### src/rtl/ghostbus_host_pkg.sv
// Shared FSM encodings, read-latency bounds and counter sizing for the ghostbus initiator.
package ghostbus_host_pkg;

    localparam int GBH_RDLY_MIN = 1;
    localparam int GBH_RDLY_MAX = 15;

    localparam logic [2:0] ST_IDLE  = 3'd0;
    localparam logic [2:0] ST_WRITE = 3'd1;
    localparam logic [2:0] ST_READ  = 3'd2;
    localparam logic [2:0] ST_WAIT  = 3'd3;
    localparam logic [2:0] ST_RESP  = 3'd4;

    typedef logic [2:0] gbh_state_t;

    function automatic int gbh_ctr_width(input int rdly);
        return $clog2(rdly + 1);
    endfunction

    function automatic bit gbh_rdly_ok(input int rdly);
        return (rdly >= GBH_RDLY_MIN) && (rdly <= GBH_RDLY_MAX);
    endfunction

endpackage

### src/rtl/ghostbus_host_ctr.sv
// Loadable down-counter; tc_o flags when the count equals the terminal value TC.
module ghostbus_host_ctr #(
    parameter int W  = 8,
    parameter int TC = 0
) (
    input  logic         clk_i,
    input  logic         rst_i,
    input  logic         load_i,
    input  logic [W-1:0] load_val_i,
    input  logic         dec_i,
    output logic         tc_o
);

    logic [W-1:0] cnt_q;
    logic [W-1:0] cnt_d;

    always_comb begin
        cnt_d = cnt_q;
        if (load_i) begin
            cnt_d = load_val_i;
        end else if (dec_i) begin
            cnt_d = cnt_q - W'(1);
        end
    end

    always_ff @(posedge clk_i) begin
        if (rst_i) begin
            cnt_q <= '0;
        end else begin
            cnt_q <= cnt_d;
        end
    end

    assign tc_o = (cnt_q == W'(TC));

endmodule

### src/rtl/ghostbus_host.sv
// Ghostbus initiator: valid/ready commands in, single-cycle bus strobes out, read data back
// on a valid/ready response stream with auto-incrementing burst reads.
//
// state | meaning
// IDLE  | ready for a command
// WRITE | gb_we strobe, one cycle
// READ  | gb_re strobe, one cycle
// WAIT  | waiting RDLY cycles for gb_din
// RESP  | rsp_valid held until the response handshake
module ghostbus_host
    import ghostbus_host_pkg::*;
#(
    parameter int AW   = 24,
    parameter int DW   = 32,
    parameter int LW   = 8,
    parameter int RDLY = 2
) (
    input  logic          clk,
    input  logic          rst,
    input  logic          cmd_valid,
    output logic          cmd_ready,
    input  logic          cmd_we,
    input  logic [AW-1:0] cmd_addr,
    input  logic [DW-1:0] cmd_wdata,
    input  logic [LW-1:0] cmd_len,
    output logic          rsp_valid,
    input  logic          rsp_ready,
    output logic [DW-1:0] rsp_rdata,
    output logic          rsp_last,
    output logic [AW-1:0] gb_addr,
    output logic [DW-1:0] gb_dout,
    output logic          gb_we,
    output logic          gb_re,
    input  logic [DW-1:0] gb_din,
    output logic          busy
);

    localparam int CW = gbh_ctr_width(RDLY);

    if (!gbh_rdly_ok(RDLY)) begin : g_rdly_bad
        $error("ghostbus_host: RDLY must be within 1..15");
    end

    gbh_state_t    state_q, state_d;
    logic [AW-1:0] gb_addr_q, gb_addr_d;
    logic [DW-1:0] gb_dout_q, gb_dout_d;
    logic [DW-1:0] rsp_rdata_q, rsp_rdata_d;

    logic beat_load, beat_dec, beat_zero;
    logic lat_load, lat_dec, lat_tc;

    ghostbus_host_ctr #(
        .W  (LW),
        .TC (0)
    ) u_beat_ctr (
        .clk_i      (clk),
        .rst_i      (rst),
        .load_i     (beat_load),
        .load_val_i (cmd_len),
        .dec_i      (beat_dec),
        .tc_o       (beat_zero)
    );

    // Terminal at 1 so that the capture edge lands exactly RDLY cycles after the strobe.
    ghostbus_host_ctr #(
        .W  (CW),
        .TC (1)
    ) u_lat_ctr (
        .clk_i      (clk),
        .rst_i      (rst),
        .load_i     (lat_load),
        .load_val_i (CW'(RDLY)),
        .dec_i      (lat_dec),
        .tc_o       (lat_tc)
    );

    always_comb begin
        state_d     = state_q;
        gb_addr_d   = gb_addr_q;
        gb_dout_d   = gb_dout_q;
        rsp_rdata_d = rsp_rdata_q;
        beat_load   = 1'b0;
        beat_dec    = 1'b0;
        lat_load    = 1'b0;
        lat_dec     = 1'b0;
        case (state_q)
            ST_IDLE: begin
                if (cmd_valid) begin
                    gb_addr_d = cmd_addr;
                    if (cmd_we) begin
                        gb_dout_d = cmd_wdata;
                        state_d   = ST_WRITE;
                    end else begin
                        beat_load = 1'b1;
                        state_d   = ST_READ;
                    end
                end
            end
            ST_WRITE: begin
                state_d = ST_IDLE;
            end
            ST_READ: begin
                lat_load = 1'b1;
                state_d  = ST_WAIT;
            end
            ST_WAIT: begin
                lat_dec = 1'b1;
                if (lat_tc) begin
                    rsp_rdata_d = gb_din;
                    state_d     = ST_RESP;
                end
            end
            ST_RESP: begin
                if (rsp_ready) begin
                    if (beat_zero) begin
                        state_d = ST_IDLE;
                    end else begin
                        beat_dec  = 1'b1;
                        gb_addr_d = gb_addr_q + AW'(1);
                        state_d   = ST_READ;
                    end
                end
            end
            default: begin
                state_d = ST_IDLE;
            end
        endcase
    end

    always_ff @(posedge clk) begin
        if (rst) begin
            state_q     <= ST_IDLE;
            gb_addr_q   <= '0;
            gb_dout_q   <= '0;
            rsp_rdata_q <= '0;
        end else begin
            state_q     <= state_d;
            gb_addr_q   <= gb_addr_d;
            gb_dout_q   <= gb_dout_d;
            rsp_rdata_q <= rsp_rdata_d;
        end
    end

    // Held off while rst is high so no command can be handshaken during reset.
    assign cmd_ready = (state_q == ST_IDLE) && !rst;
    assign busy      = (state_q != ST_IDLE);
    assign gb_we     = (state_q == ST_WRITE);
    assign gb_re     = (state_q == ST_READ);
    assign gb_addr   = gb_addr_q;
    assign gb_dout   = gb_dout_q;
    assign rsp_valid = (state_q == ST_RESP);
    assign rsp_last  = (state_q == ST_RESP) && beat_zero;
    assign rsp_rdata = rsp_rdata_q;

endmodule

### config.mk
export PLATFORM = sky130hd
export DESIGN_NAME = ghostbus_host
export DESIGN_NICKNAME = d
export VERILOG_FILES = /design/src/rtl/ghostbus_host_pkg.sv /design/src/rtl/ghostbus_host_ctr.sv /design/src/rtl/ghostbus_host.sv
export SDC_FILE = /design/constraint.sdc
export NUM_CORES = 1
export LEC_CHECK = 0
export ABC_CLOCK_PERIOD_IN_PS = 2800
export BUFFER_PORTS_ARGS = -buffer_cell sky130_fd_sc_hd__buf_2
export CAP_MARGIN = 30
export CORE_ASPECT_RATIO = 0.8
export CORE_MARGIN = 5
export CORE_UTILIZATION = 48
export DETAILED_ROUTE_END_ITERATION = 8
export GPL_TIMING_DRIVEN = 0
export PLACE_DENSITY = 0.88
export SLEW_MARGIN = 25
export SYNTH_ARGS = -nofsm -noshare
export SYNTH_HDL_FRONTEND = slang
export SYNTH_SLANG_ARGS = --single-unit
### constraint.sdc
create_clock -name clk -period 2.8 [get_ports clk]
set_clock_uncertainty 0.05 [all_clocks]
set_input_delay 0.14 -clock clk [delete_from_list [all_inputs] [get_ports clk]]
set_output_delay 0.14 -clock clk [all_outputs]
set_load 0.02 [all_outputs]
# ---- Word-level counts from Yosys, hierarchy flattened
# Cells that the tools add are included.
dict set report totals {
  ff_bits 101
  latchBits 0
  ram_bits 0
  romBits 0
  in_bits 101
  out_inout_bits 94
  word_cells 55
  memories 0
}
dict set report classes {
  add_sub_neg 3
  n_mul 0
  div_mod_pow 0
  n_lt_le_gt_ge 0
  n_eq_ne 9
  n_shift 0
  mux 22
  bitwise_logic 0
  n_reduce_logical 14
}
# operator count
set ops {}
lappend ops {{$mux W24} 3}
lappend ops {{$pmux W24 S2} 1}
lappend ops {{$add A24 B1 Y24 const B} 1}
lappend ops {{$mux W8} 2}
lappend ops {{$pmux W3 S4} 1}
lappend ops {{$mux W3} 3}
lappend ops {{$logic_not A8 Y1} 1}
lappend ops {{$mux W1} 8}
lappend ops {{$mux W2} 4}
lappend ops {{$sub A8 B1 Y8 const B} 1}
lappend ops {{$eq A3 B2 Y1 const B} 2}
lappend ops {{$ne A2 B2 Y1 const B} 3}
lappend ops {{$reduce_and A3 Y1} 2}
lappend ops {{$reduce_bool A2 Y1} 3}
lappend ops {{$reduce_and A4 Y1} 1}
lappend ops {{$eq A3 B1 Y1 const B} 1}
lappend ops {{$eq A3 B3 Y1 const B} 1}
lappend ops {{$logic_not A3 Y1} 1}
lappend ops {{$reduce_bool A3 Y1} 1}
lappend ops {{$eq A2 B1 Y1 const B} 1}
lappend ops {{$logic_and A1 B1 Y1} 2}
lappend ops {{$ne A2 B1 Y1 const B} 1}
lappend ops {{$reduce_and A2 Y1} 1}
lappend ops {{$reduce_or A2 Y1} 1}
lappend ops {{other kinds (2)} 2}

# ---- Depth between registers and ports, before layout
dict set report logic_depth {
  word_depth 6
  mapped_depth 8
  mapped_depth_nobuf 7
}

# ---- Cells and area by module
# Synthesis repeated with hierarchy kept, for this count alone.
dict set report unflattened {
  hier_cells 590
  area_unflattened_um2 4549.4
}
# module n_inst cells_per_inst area_each_um2 seq_area_each_um2
set modules_own_cells {}
lappend modules_own_cells {ghostbus_host 1 523 3970.1 1821.7}
lappend modules_own_cells {{ghostbus_host_ctr (u_beat_ctr)} 1 56 473.0 160.2}
lappend modules_own_cells {{ghostbus_host_ctr (u_lat_ctr)} 1 11 106.4 40.0}

# ---- Least setup slack after synthesis
# OpenSTA, ideal clock, no wires.
dict set report synth_timing {
  path_type {register -> register}
  from {register u_beat_ctr.cnt_q[0]}
  to {register gb_addr_q[8] (netlist: gb_addr[8])}
  setup_ns 0.128
  arrival_ns 1.777
  t_required_ns 2.622
  slack_ns 0.846
  stages_incl_launch_ff 9
  path_buffers 1
  period_less_slack_ns 1.954
  cell_sequence {dfxtp_1 > inv_1 > ha_1 > or4b_4 > o211a_4 > nor2_4 > buf_6 > a2bb2oi_1 > nor2_1}
}
dict set report synth_via {
  elab_chain_cells 3
}
# item line_no
set synth_lines {}
lappend synth_lines {{start: declaration} ghostbus_host_ctr.sv:14} ;# logic [W-1:0] cnt_q;
lappend synth_lines {{start signal: assignment} ghostbus_host_ctr.sv:30} ;# cnt_q <= cnt_d;
lappend synth_lines {{$logic_not A8 Y1} ghostbus_host_ctr.sv:34} ;# assign tc_o = (cnt_q == W'(TC));
lappend synth_lines {{$ne A2 B2 Y1 (no source line)} -}
lappend synth_lines {{$reduce_and A4 Y1 (no source line)} -}
lappend synth_lines {{end signal: assignment} ghostbus_host.sv:138} ;# gb_addr_q <= gb_addr_d;
lappend synth_lines {{end: declaration} ghostbus_host.sv:45} ;# logic [AW-1:0] gb_addr_q, gb_addr_d;
# No other way between the ends.
# A chain may end at the register's enable or synchronous reset.

# ---- Final worst setup path
dict set report layout_timing {
  from {register state_q[2]}
  to {output rsp_last}
}
dict set report layout_via {
  elab_chain_cells 2
}
# item line_no
set layout_lines {}
lappend layout_lines {{start: declaration} ghostbus_host.sv:44} ;# gbh_state_t state_q, state_d;
lappend layout_lines {{start signal: assignment} ghostbus_host.sv:137} ;# state_q <= state_d;
lappend layout_lines {{$eq A3 B3 Y1} ghostbus_host.sv:152} ;# assign rsp_last = (state_q == ST_RESP) && beat_zero;
lappend layout_lines {{$logic_and A1 B1 Y1} ghostbus_host.sv:152}
lappend layout_lines {{end: declaration} ghostbus_host.sv:29} ;# output logic rsp_last,
# No other way between the ends.

==> results.yml <==
outcome:
  status: "complete, no violations"
die:
  core_area_um2: 9080
  rows: 31
  dieHeight_um: 96.4
  start_util: 0.493
  die_x_um: 118
  dieArea_um2: 11400
  io-pin-count: 195
sta:
  post-route-min-period_ps: 2370
  fin_tns_setup_ps: 0
  post-route-period-util: 0.847
  slew_viol_final: 0
  worst_slack_ps: 428
  fmax_ghz: 0.422
  tightest_slew_ps: 666
  hold_violations: 0
  rsz0062_at_grt: "no"
  setup_viol: 0
  max_slew_margin: 0.556
yosys:
  async_reset_ff_frac: 0
  synth-main-ff-cell: "dfxtp_1"
  synth-seq-cells: 101
  netlist_area_um2: 4480
  ys_types: 52
  syn_area_per_cell_um2: 7.75
  syn_nets: 682
  yosysSeqAreaShare: 0.452
  synth_edf_count: 0
  netlist_instances: 578
  ys_warn_count: 0
critical_path:
  ff2ff_setup_slack_ps: 470
  cpMostUsedCell: "buf_2"
  slowest_delay_ps: 440
  critPathLaunchType: "register"
  path_class: "reg -> out"
  worstReg2RegEnd: "gb_addr[4]"
  crit_start: "state_q[2]"
  cp-end-kind: "output port"
  rr_startpoint: "state_q[2]"
  path_max_fanout: 10
  worstPathRequired_ps: 2610
  worstPathArrival_ps: 2180
  critical_path.cell_chain: "or3b_4, buf_2, buf_1, nor3_1, buf_2"
  r2r_cells: 6
  slowest_stage: "or3b_4"
place:
  numPortBuffers: 194
  dp_hpwl_mm: 11.4
  pre_cts_slack_ps: 602
  gp_congestion: 0.985
  dpl_cell_area_um2: 5590
clocking:
  cts_buffers: 9
  clkLatencyLatePin_ps: 340
  clk_pin_slew_ps: 70
  clock-root-buffer: "clkbuf_16"
  clock_sinks: 101
  htree_levels: 3
  tritoncts: "done"
  cts.path.max_buffers: 2
power_and_ir_drop:
  p_comb_frac: 0.183
  leakagePower_nw: 2.80
  p_clk_frac: 0.356
  seqPwrFrac: 0.461
  powerDensity_nw_per_um2: 532
  p_int_mw: 2.46
  switching_share: 0.287
  p_switching_mw: 0.990
  ir_worst_vdd_mv: 0.417
global_route:
  grt_max_degree: 17
  grt_pass1_wl_mm: 26.0
  first_global_vias: 5177
  grt_overflow: 0
  antenna_found_initial: 0
  track_usage: 0.284
route:
  ant_nets: 0
  route.detailed.drc: 0
  vias: 5374
  avgRoutedWirePerCell_um: 17.4
  drt_iter0_drc: 457
  drtPass1Iterations: 6
  routed_wl_mm: 16.8
  via_per_inst: 5.58
min_path:
  hold_depth: 3
  hp-start: "cmd_wdata[15]"
  hold_path.class: "in -> reg"
  hold_end: "gb_dout[15]"
cells_and_area:
  drive_above_1_share: 0.276
  fin_nets: 946
  stdcell_area_um2: 6480
  area_growth_pct: 44.6
flow_run:
  cap_viol_max_count: 0
timing repair:
action	CTS	global route
buffers inserted	0	0
endpoints found under the hold margin	58	0
hold buffers	58	0
resized for setup	0	0
layout make-up:
cell class	instances	area [um2]
buffer	38	183
inverter	7	31.3
fill	721	2600
timing repair buffer	253	1560
clock inverter	4	30.0
multi-input combinational	432	2240
sequential	101	2020
clock buffer	12	267
antenna	1	2.50
tap	115	144
worst max-delay path by stage:
stage | depth (start not counted) | slack, ps | to
after floorplan | 8 | 850 | gb_addr[8]
after global placement | 8 | 650 | gb_addr[6]
after detailed placement | 8 | 600 | gb_addr[6]
after CTS | 5 | 460 | rsp_last
after global routing | 5 | 340 | rsp_last
final | 5 | 430 | rsp_last
state kept, by name (all words and copies together) (netlist names):
register,count
gb_addr,24
gb_dout,32
rsp_rdata,32
state_q,3
u_beat_ctr.cnt_q,8
u_lat_ctr.cnt_q,2
cells by family after synthesis:
| logic type | Yosys count | synth area share |
|---|---|---|
| adder cells (fa/ha/maj) | 3 | 0.00838 |
| AND/OR/NAND/NOR | 269 | 0.269 |
| multiplexers | 4 | 0.00922 |
| buffers and inverters | 45 | 0.0478 |
| XOR/XNOR | 6 | 0.0117 |
| flip-flops | 101 | 0.452 |
| AO/OA/AOI/OAI | 150 | 0.202 |
cell usage in the layout, fill, tap and decap left out, drive strengths merged, types with 4 or more instances in the layout:
master / count
o22ai: 7
nand4: 7
nand2: 152
and3: 8
o21ai: 13
a2bb2oi: 4
a21o: 4
nand3: 14
buf: 204
xor2: 4
dlygate4sd3: 58
nor3b: 5
a21oi: 86
a31oi: 8
nor2: 46
and2: 4
clkbuf: 41
inv: 7
nor3: 13
a31o: 4
a211oi: 12
nor4: 7
dfxtp: 101
power groups by stage:
stage / Clock (mW) / Sequential (mW) / Combinational [mW]
4_1_cts: 1.26 / 1.58 / 0.621
2_1_floorplan: 0 / 1.67 / 0.263
6_report: 1.23 / 1.59 / 0.631
3_3_place_gp: 0 / 1.61 / 0.538
3_5_place_dp: 0 / 1.62 / 0.554
5_1_grt: 1.31 / 1.60 / 0.680
metrics by stage:
| stage | util | total power, mW | cells | hold WS [ps] |
|---|---|---|---|---|
| 2_1_floorplan | - | 1.93 | 578 | 226 |
| 3_3_place_gp | 0.616 | 2.15 | 887 | 331 |
| 3_5_place_dp | 0.616 | 2.17 | 887 | 338 |
| 4_1_cts | 0.713 | 3.46 | 961 | 1.42 |
| 5_1_grt | 0.713 | 3.58 | 962 | 11.6 |
| 6_report | 0.714 | 3.45 | 963 | 8.92 |
critical path, delay by kind of cell, from the launching register on:
kind	cells	cell delay (ps)
AND/OR/NAND/NOR	2	740
flip-flops	1	420
buffers and inverters	3	690
layer usage:
| layer | track usage | up-vias | part of all wire |
|---|---|---|---|
| met3 | 0.0809 | 41 | 0.098 |
| met5 | 0 | - | 0 |
| met4 | 0.104 | 0 | 0.022 |
| li1 | - | 2530 | - |
| met2 | 0.509 | 301 | 0.50 |
| met1 | 0.327 | 2502 | 0.38 |
Yosys cell counts, types with 2 or more instances:
| cell | n | area, um2 |
|---|---|---|
| a211oi_1 | 11 | 82.6 |
| a21o_1 | 4 | 30.0 |
| a21oi_1 | 86 | 430 |
| a22o_1 | 2 | 17.5 |
| a22oi_1 | 3 | 22.5 |
| a2bb2oi_1 | 4 | 35.0 |
| a31o_2 | 4 | 35.0 |
| a31oi_1 | 8 | 50.1 |
| and2_1 | 4 | 25.0 |
| and3_1 | 8 | 50.1 |
| buf_1 | 3 | 11.3 |
| buf_2 | 2 | 10.0 |
| buf_6 | 5 | 56.3 |
| clkbuf_1 | 28 | 105 |
| dfxtp_1 | 101 | 2020 |
| ha_1 | 3 | 37.5 |
| inv_1 | 6 | 22.5 |
| mux2i_1 | 3 | 30.0 |
| nand2_1 | 151 | 567 |
| nand2b_1 | 3 | 18.8 |
| nand3_1 | 13 | 65.1 |
| nand4_1 | 7 | 43.8 |
| nor2_1 | 45 | 169 |
| nor3_1 | 13 | 65.1 |
| nor3b_1 | 4 | 30.0 |
| nor4_1 | 7 | 43.8 |
| o21ai_0 | 13 | 65.1 |
| o22ai_1 | 7 | 43.8 |
| or3_1 | 3 | 18.8 |
| xnor2_1 | 2 | 17.5 |
| xor2_1 | 4 | 35.0 |
No activity file was read; power rests on OpenSTA's default activity.
